File: src/rtl/ws2812_pkg.sv
// Shared types and default 50 MHz timing for the WS2812 strip driver.
package ws2812_pkg;

    typedef enum logic [1:0] {
        StGap,
        StLoad,
        StSend
    } state_e;

    localparam int unsigned DEF_MAX_POS      = 109;
    localparam int unsigned DEF_T0H_CYCLES   = 20;
    localparam int unsigned DEF_T1H_CYCLES   = 40;
    localparam int unsigned DEF_BIT_CYCLES   = 63;
    localparam int unsigned DEF_RESET_CYCLES = 3000;
    localparam int unsigned BITS_PER_LED     = 24;

endpackage

File: src/rtl/ws2812_bit_encoder.sv
// NRZ encoder for one WS2812 bit: a start strobe launches a BIT_CYCLES-long period whose
// high time depends on the bit value; bit_done marks the last cycle of the period.
module ws2812_bit_encoder
    import ws2812_pkg::*;
#(
    parameter int unsigned T0H_CYCLES = DEF_T0H_CYCLES,
    parameter int unsigned T1H_CYCLES = DEF_T1H_CYCLES,
    parameter int unsigned BIT_CYCLES = DEF_BIT_CYCLES
) (
    input  logic clk,
    input  logic rst,
    input  logic start,
    input  logic bit_val,
    output logic high,
    output logic bit_done
);

    localparam int unsigned CntW = $clog2(BIT_CYCLES);

    logic            active_q, active_d;
    logic            bit_q, bit_d;
    logic            high_q, high_d;
    logic [CntW-1:0] cnt_q, cnt_d;
    logic [CntW-1:0] t_high;

    // high_q is computed one cycle ahead so the strip pin comes straight from a flop.
    always_comb begin
        t_high   = bit_q ? CntW'(T1H_CYCLES) : CntW'(T0H_CYCLES);
        bit_done = active_q && (cnt_q == CntW'(BIT_CYCLES - 1));
        active_d = active_q;
        bit_d    = bit_q;
        cnt_d    = cnt_q;
        high_d   = 1'b0;
        if (start) begin
            active_d = 1'b1;
            bit_d    = bit_val;
            cnt_d    = '0;
            high_d   = 1'b1;
        end else if (bit_done) begin
            active_d = 1'b0;
        end else if (active_q) begin
            cnt_d  = cnt_q + 1'b1;
            high_d = (cnt_d < t_high);
        end
    end

    always_ff @(posedge clk) begin
        if (rst) begin
            active_q <= 1'b0;
            bit_q    <= 1'b0;
            high_q   <= 1'b0;
            cnt_q    <= '0;
        end else begin
            active_q <= active_d;
            bit_q    <= bit_d;
            high_q   <= high_d;
            cnt_q    <= cnt_d;
        end
    end

    assign high = high_q;

endmodule

File: src/rtl/ws2812_strip_driver.sv
// Frame sequencer for a WS2812 strip: GAP latch, then per-LED LOAD/SEND of 24 GRB bits.
// Define GLOBAL_DIM_EN to send every channel at quarter brightness (value >> 2).
module ws2812_strip_driver
    import ws2812_pkg::*;
#(
    parameter int unsigned MAX_POS      = DEF_MAX_POS,
    parameter int unsigned T0H_CYCLES   = DEF_T0H_CYCLES,
    parameter int unsigned T1H_CYCLES   = DEF_T1H_CYCLES,
    parameter int unsigned BIT_CYCLES   = DEF_BIT_CYCLES,
    parameter int unsigned RESET_CYCLES = DEF_RESET_CYCLES
) (
    input  logic                       clk,
    input  logic                       rst,
    input  logic [7:0]                 led_green_intensity,
    input  logic [7:0]                 led_red_intensity,
    input  logic [7:0]                 led_blue_intensity,
    output logic [$clog2(MAX_POS)-1:0] current_led,
    output logic                       data_out,
    output logic                       busy,
    output logic                       frame_done
);

    localparam int unsigned LedW = $clog2(MAX_POS);
    localparam int unsigned CntW = $clog2(RESET_CYCLES + 1);

    state_e                  state_q, state_d;
    logic [CntW-1:0]         cnt_q, cnt_d;
    logic [4:0]              bit_cnt_q, bit_cnt_d;
    logic [BITS_PER_LED-1:0] shift_q, shift_d;
    logic [LedW-1:0]         led_q, led_d;
    logic                    frame_done_q, frame_done_d;
    logic                    enc_start, enc_bit, enc_done;
    logic [BITS_PER_LED-1:0] word;

`ifdef GLOBAL_DIM_EN
    assign word = {2'b00, led_green_intensity[7:2],
                   2'b00, led_red_intensity[7:2],
                   2'b00, led_blue_intensity[7:2]};
`else
    assign word = {led_green_intensity, led_red_intensity, led_blue_intensity};
`endif

    always_comb begin
        state_d      = state_q;
        cnt_d        = cnt_q;
        bit_cnt_d    = bit_cnt_q;
        shift_d      = shift_q;
        led_d        = led_q;
        frame_done_d = 1'b0;
        enc_start    = 1'b0;
        enc_bit      = shift_q[BITS_PER_LED-1];
        unique case (state_q)
            StGap: begin
                if (cnt_q == CntW'(RESET_CYCLES - 1)) begin
                    cnt_d   = '0;
                    state_d = StLoad;
                end else begin
                    cnt_d = cnt_q + 1'b1;
                end
            end
            StLoad: begin
                shift_d   = word;
                bit_cnt_d = '0;
                cnt_d     = '0;
                enc_start = 1'b1;
                enc_bit   = word[BITS_PER_LED-1];
                state_d   = StSend;
            end
            StSend: begin
                if (enc_done) begin
                    if (bit_cnt_q == 5'(BITS_PER_LED - 1)) begin
                        if (led_q == LedW'(MAX_POS - 1)) begin
                            led_d        = '0;
                            frame_done_d = 1'b1;
                            cnt_d        = '0;
                            state_d      = StGap;
                        end else begin
                            led_d   = led_q + 1'b1;
                            state_d = StLoad;
                        end
                    end else begin
                        // Next bit starts back-to-back so every bit period is exact.
                        shift_d   = shift_q << 1;
                        bit_cnt_d = bit_cnt_q + 1'b1;
                        enc_start = 1'b1;
                        enc_bit   = shift_q[BITS_PER_LED-2];
                    end
                end
            end
            default: state_d = StGap;
        endcase
    end

    always_ff @(posedge clk) begin
        if (rst) begin
            state_q      <= StGap;
            cnt_q        <= '0;
            bit_cnt_q    <= '0;
            shift_q      <= '0;
            led_q        <= '0;
            frame_done_q <= 1'b0;
        end else begin
            state_q      <= state_d;
            cnt_q        <= cnt_d;
            bit_cnt_q    <= bit_cnt_d;
            shift_q      <= shift_d;
            led_q        <= led_d;
            frame_done_q <= frame_done_d;
        end
    end

    ws2812_bit_encoder #(
        .T0H_CYCLES(T0H_CYCLES),
        .T1H_CYCLES(T1H_CYCLES),
        .BIT_CYCLES(BIT_CYCLES)
    ) u_bit_encoder (
        .clk     (clk),
        .rst     (rst),
        .start   (enc_start),
        .bit_val (enc_bit),
        .high    (data_out),
        .bit_done(enc_done)
    );

    assign current_led = led_q;
    assign busy        = (state_q != StGap);
    assign frame_done  = frame_done_q;

endmodule

File: config.mk
export PLATFORM = sky130hd
export DESIGN_NAME = ws2812_strip_driver
export DESIGN_NICKNAME = d
export VERILOG_FILES = /design/src/rtl/ws2812_pkg.sv /design/src/rtl/ws2812_bit_encoder.sv /design/src/rtl/ws2812_strip_driver.sv
export SDC_FILE = /design/constraint.sdc
export NUM_CORES = 1
export LEC_CHECK = 0
export ABC_CLOCK_PERIOD_IN_PS = 2500
export CORE_UTILIZATION = 44
export DETAILED_ROUTE_END_ITERATION = 10
export GPL_TIMING_DRIVEN = 1
export PLACE_DENSITY = 0.62
export SLEW_MARGIN = 10
export SYNTH_ARGS = -nofsm -noshare
export SYNTH_HDL_FRONTEND = slang
export SYNTH_SLANG_ARGS = --single-unit
File: constraint.sdc
create_clock -name clk -period 2.5 [get_ports clk]
set_input_delay 0.75 -clock clk [delete_from_list [all_inputs] [get_ports clk]]
set_output_delay 0.75 -clock clk [all_outputs]
set_load 0.01 [all_outputs]
==> results of run 1 <==
-- per-layer routing --
metal  global-route usage  share of wire  vias to the layer above
met5                    0              0                        -
met3               0.0433          0.035                       11
met2                0.299           0.44                       50
met1                0.230           0.50                     1133
li1                     -              -                     1279
met4                0.102          0.022                        0
-- power groups by stage --
stage	clock network, mW	registers (mW)	logic (mW)
floorplan	0	1.21	0.529
global placement	0	1.23	0.687
detailed placement	0	1.23	0.694
CTS	0.979	1.21	0.700
global route	1.02	1.24	0.785
finish	0.965	1.22	0.692
-- state kept, by name, summed over array words and instances, names as in the netlist --
name,count
state_q,2
bit_cnt_q,5
frame_done,1
current_led,7
shift_q,24
u_bit_encoder.cnt_q,6
cnt_q,12
u_bit_encoder.high,1
u_bit_encoder.active_q,1
u_bit_encoder.bit_q,1
-- synth_stat cells, types with 6 or more instances --
library cell	n	area share
a211oi_1	26	0.066
a21oi_1	10	0.017
clkbuf_1	6	0.0076
dfxtp_1	60	0.40
ha_1	13	0.055
inv_1	9	0.011
mux2i_1	27	0.091
nand2_1	18	0.023
nand3_1	8	0.013
nand4_1	7	0.015
nor2_1	57	0.072
nor3_1	7	0.012
o21ai_0	10	0.017
xnor2_1	6	0.018
xor2_1	14	0.041
-- area by class of cell --
class	count	area [um^2]	area share
repair buffers	41	408	0.112
well taps	77	96.3	0.0264
clock buffers	11	141	0.0387
multi-input cells	248	1690	0.464
inverters	9	33.8	0.00926
flip-flops and latches	60	1200	0.329
clock inverters	5	75.1	0.0206
-- critical path: cells and delay by family (launching register included) --
kind       cells  cell delay (ns)
buf+inv        3             0.70
fa+ha+maj      1             0.21
flops          1             0.37
-- final timing paths --
path / end / cells after the start
worst max-delay path: busy / 4
worst min-delay path: cnt_q[1]$_SDFFE_PP0P_ / 2
worst max register to register: cnt_q[7]$_SDFFE_PP0P_ / 8
worst min register to register: cnt_q[1]$_SDFFE_PP0P_ / 2
-- kinds of logic after synthesis --
group	Yosys count	share of synthesized area
buffers and inverters	23	0.0311
AOI/OAI and AO/OA	65	0.154
DFF	60	0.403
muxes	28	0.0945
and+or+nand+nor	122	0.204
adders and majority gates	13	0.0546
xor gates and xnor gates	20	0.0588
-- per-stage QoR --
stage | cell area, um^2 | worst slack, ns | instances | utilization | hold slack (ns)
after floorplan | 2980 | 0.475 | 331 | - | 0.462
after global placement | 3430 | 0.383 | 435 | 0.531 | 0.477
after detailed placement | 3430 | 0.269 | 435 | 0.531 | 0.482
after CTS | 3650 | 0.0822 | 451 | 0.565 | 0.492
after global routing | 3650 | 0.0275 | 451 | 0.565 | 0.520
final | 3650 | 0.136 | 451 | 0.565 | 0.488
==> reports/qor.txt, run 1 <==
Die H - 84.3 um
Share of cells above drive strength 1 - 0.0802
Starting Density - 0.461
Sequential share of the synthesized area - 0.403
Grt total ovfl - 0
Maximum number of pins on one net before global-route repair - 50
Clk pwr share - 0.336
Final setup vio count - 0
Clock Skews - 0.00844 ns
Mean post-synth cell area - 9.00 um^2
Chip width - 84.3 um
R2R setup slack - 0.29 ns
Synth cell types - 48
Psw - 857 uW
Sw frac - 0.298
CTS Buf Count - 9
Seq pwr share - 0.424
CP cell instances - inv_1 > ha_1 > inv_1 > clkdlybuf4s50_1
Critical Path Start - state_q[1]$_SDFFE_PP0P_
Initial antenna violation count - 0
Critical Path Fanout Max - 4
Total power - 2.87 mW
First-pass GRT wire length - 10.6 mm
Most frequent cells in the layout - 59 x dfxtp_1, 57 x nor2_1, 35 x clkdlybuf4s50_1
Period Utilization, post-route - 0.945
Vias in the first global route - 2,400
P_leak - 1.28 nW
Worst skew pair latency - 0.34 ns
# clock sinks - 60
Critical Path End Type - primary output
Peak VDD IR - 0.000405 V
Commonest non-fill, non-tap cell in the layout - dfxtp_1
Ys flop type - dfxtp_1
Final HPWL DP - 4.10 mm
Logic pwr share - 0.241
Hold Crit Class - reg2reg
Crit path kind - reg2out
# IOs - 36
Slowest stage delay, CP - 0.54 ns
Setup Buffers After CTS - 0
CTS max path bufs - 2
Max Fclk - 423 MHz
Area Overhead vs Synth - 22.5%
CP dominant cell by count - inv_1
Post-Synthesis Cells - 331
Setup_tns - 0 ns
Routed WL per cell - 13.3 um
Max Slew Vio Count - 0
CTS clk-pin slew, worst paths - 0.07 ns
Worst Max-Slew Pin Slew - 0.567 ns
Reg2reg start - state_q[0]$_SDFFE_PP0P_
Cts hold-fix bufs - 0
Worst EP required - 1.75 ns
Post-synth EDFFs - 0
Hold_sp - cnt_q[1]$_SDFFE_PP0P_
Site row count - 29
Overall routed net length - 6.00 mm
Max_cap viols - 0
Fin. Hold Viols - 0
Avg Vias per Cell - 5.48
Crit path DAT - 1.61 ns
Post-synth ARST share - 0
Number of diodes - 0
Total number of vias - 2,473
Internal Power - 2.02 mW
Post-CTS sizing - 0
RSZ-0062 raised after global routing - false
Failing checks - DRC
DRT antenna net count - 0
Fillers - 590
Layout Nets - 408
Slew headroom - 0.618
Total GRT Usage - 0.186
Syn Nets - 370
CTS tree - yes
Initial DRC count - 81
GPL Wtd Cong - 0.740
Die area - 7100 um^2
Syn. warnings - 0
CTS Root Cell - clkbuf_8
Post-route DRC - 2
Pre-Repair DR Iteration Count - 7
Port bufs - 35
Post-Syn Area - 2980 um^2
Core Area - 6460 um^2
H-tree depth - 3
Status - finished, violations left
Slowest stage cell, crit path - clkdlybuf4s50_1
PwrDens - 787 nW/um^2
Final min period - 2.36 ns
Seq cells post-synth - 60
Startpoint types - register
No activity file was read; power rests on OpenSTA's default activity.
==> inputs of run 2 (changes only) <==
- ABC_CLOCK_PERIOD_IN_PS: 2500 -> default
- SKIP_CTS_REPAIR_TIMING: default -> 1
==> results of run 2 <==
No change in the layout: final DEF, timing and power equal those of run 1.
==> inputs of run 3 (changes only) <==
- PLACE_DENSITY: 0.62 -> 0.65
==> run 3 against run 2 <==
Compared with the run above:
- the flow still finishes with violations (DRC)
- clock-buffer cell count is the same
- total power shrank 6.9%
- clock power shrank 21%
- clock skew grew 0.0012 ns
- largest power group unchanged
- highest routed layer unchanged
- hold slack gained 0.0086 ns
- first-iteration DRC count shrank 9.9%
- via count shrank 0.57%
- cell count shrank 0.22%
- global-route usage shrank 0.099 points
- die area is the same
- cell area shrank 1.2%
==> reports/qor.txt, run 3 (same netlist as run 1, synthesis figures left out) <==
R2R setup slack - 0.34 ns
Seq pwr share - 0.455
Hold slack - 0.496 ns
Total number of vias - 2,459
Critical path endpoint - busy
Met3 wire length - 239 um
First-pass GRT wire length - 10.5 mm
CP cell instances - inv_1 > ha_1 > inv_1 > clkdlybuf4s50_1
Uppermost layer routed - met4
P_leak - 1.25 nW
Cell area after layout - 3610 um^2
Port bufs - 35
Final HPWL DP - 4.11 mm
Setup_tns - 0 ns
Worst Max-Slew Pin Slew - 0.522 ns
# IOs - 36
Placement Cell Area - 3440 um^2
Slowest stage delay, CP - 0.54 ns
CTS Buf Count - 9
Largest register by flop count - shift_q
Routed WL per cell - 13.6 um
Clk pwr share - 0.284
Worst EP required - 1.75 ns
Failing checks - DRC
Number of diodes - 0
PwrDens - 742 nW/um^2
Avg Vias per Cell - 5.46
Total GRT Usage - 0.185
Final min period - 2.39 ns
Sw frac - 0.322
Worst skew pair latency - 0.34 ns
Core Area - 6460 um^2
Logic pwr share - 0.261
Peak VDD IR - 0.000370 V
Slowest stage cell, crit path - clkdlybuf4s50_1
RSZ-0062 raised after global routing - false
Critical Path End Type - primary output
Most frequent cells in the layout - 60 x dfxtp_1, 57 x nor2_1, 35 x clkdlybuf4s50_1
GPL Wtd Cong - 0.745
Max_cap viols - 0
H-tree depth - 3
Internal Power - 1.81 mW
Crit path DAT - 1.64 ns
CTS max path bufs - 2
Final setup vio count - 0
Hold Crit Class - reg2reg
Post-route DRC - 5
Fin cells - 450
Area Overhead vs Synth - 21.0%
Initial antenna violation count - 0
Metal2 WL - 2.81 mm
Critical Path Fanout Max - 4
Pre-Repair DR Iteration Count - 7
FF-to-FF path depth - 7
CTS clk-pin slew, worst paths - 0.06 ns
Period Utilization, post-route - 0.956
Final core occ - 0.558
Reg2reg start - u_bit_encoder.cnt_q[1]$_SDFFE_PP0P_
Critical Path Start - state_q[0]$_SDFFE_PP0P_
CP dominant cell by count - inv_1
Max Fclk - 418 MHz
Die area - 7100 um^2
Max Slew Vio Count - 0
Status - finished, violations left
DRT antenna net count - 0
Commonest non-fill, non-tap cell in the layout - dfxtp_1
R2r endpoint - cnt_q[9]$_SDFFE_PP0P_
Psw - 862 uW
Vias in the first global route - 2,342
# clock sinks - 60
Crit path kind - reg2out
Chip width - 84.3 um
Site row count - 29
# placed instances - 434
Overall routed net length - 6.12 mm
Layout Nets - 407
Fin. Hold Viols - 0
Share of cells above drive strength 1 - 0.0751
Met1 WL - 2.97 mm
Maximum number of pins on one net before global-route repair - 50
Starting Density - 0.461
Clock Skews - 0.00964 ns
Setup ws final - 0.109 ns
Initial DRC count - 73
CTS tree - yes
Grt total ovfl - 0
Startpoint types - register
Die H - 84.3 um
Slew headroom - 0.652
CTS Root Cell - clkbuf_8
Placement Setup Slack - 0.313 ns
Max reg flops - 24
Total power - 2.67 mW
Fillers - 617
[run 3: final cells by class]
type / count / area [um^2] / area share
Clock buffer: 11 / 141 / 0.0392
Timing Repair Buffer: 40 / 413 / 0.115
Sequential cell: 60 / 1200 / 0.333
Clock inverter: 5 / 27.5 / 0.00763
Inverter: 9 / 33.8 / 0.00937
Tap cell: 77 / 96.3 / 0.0267
Multi-Input combinational cell: 248 / 1690 / 0.469
[run 3: how the worst min path moves through the flow]
stage                            start  slack (ns)  cells after the start                      end
2_1_floorplan    cnt_q[1]$_SDFFE_PP0P_        0.46                      2    cnt_q[1]$_SDFFE_PP0P_
5_1_grt        shift_q[5]$_SDFFE_PP0P_        0.52                      2  shift_q[5]$_SDFFE_PP0P_
4_1_cts          cnt_q[1]$_SDFFE_PP0P_        0.50                      2    cnt_q[1]$_SDFFE_PP0P_
3_3_place_gp     cnt_q[1]$_SDFFE_PP0P_        0.48                      2    cnt_q[1]$_SDFFE_PP0P_
3_5_place_dp     cnt_q[1]$_SDFFE_PP0P_        0.49                      2    cnt_q[1]$_SDFFE_PP0P_
6_report         cnt_q[6]$_SDFFE_PP0P_        0.50                      2    cnt_q[6]$_SDFFE_PP0P_
[run 3: critical path, delay by kind of cell, from the launching register on]
kind / cells / cell delay (ns)
adders and majority gates: 1 / 0.23
buffers and inverters: 3 / 0.70
DFF: 1 / 0.37
[run 3: power groups by stage]
stage,combinational [mW],clock (mW),sequential (mW)
finish,0.699,0.759,1.22
global route,0.778,0.828,1.24
CTS,0.701,0.792,1.22
detailed placement,0.700,0,1.24
global placement,0.683,0,1.23
floorplan,0.529,0,1.21
[run 3: per-layer routing]
| layer | vias to the layer above | track usage |
|---|---|---|
| met5 | - | 0 |
| met4 | 0 | 0.0862 |
| met3 | 9 | 0.0560 |
| met2 | 37 | 0.303 |
| met1 | 1144 | 0.222 |
| li1 | 1269 | - |
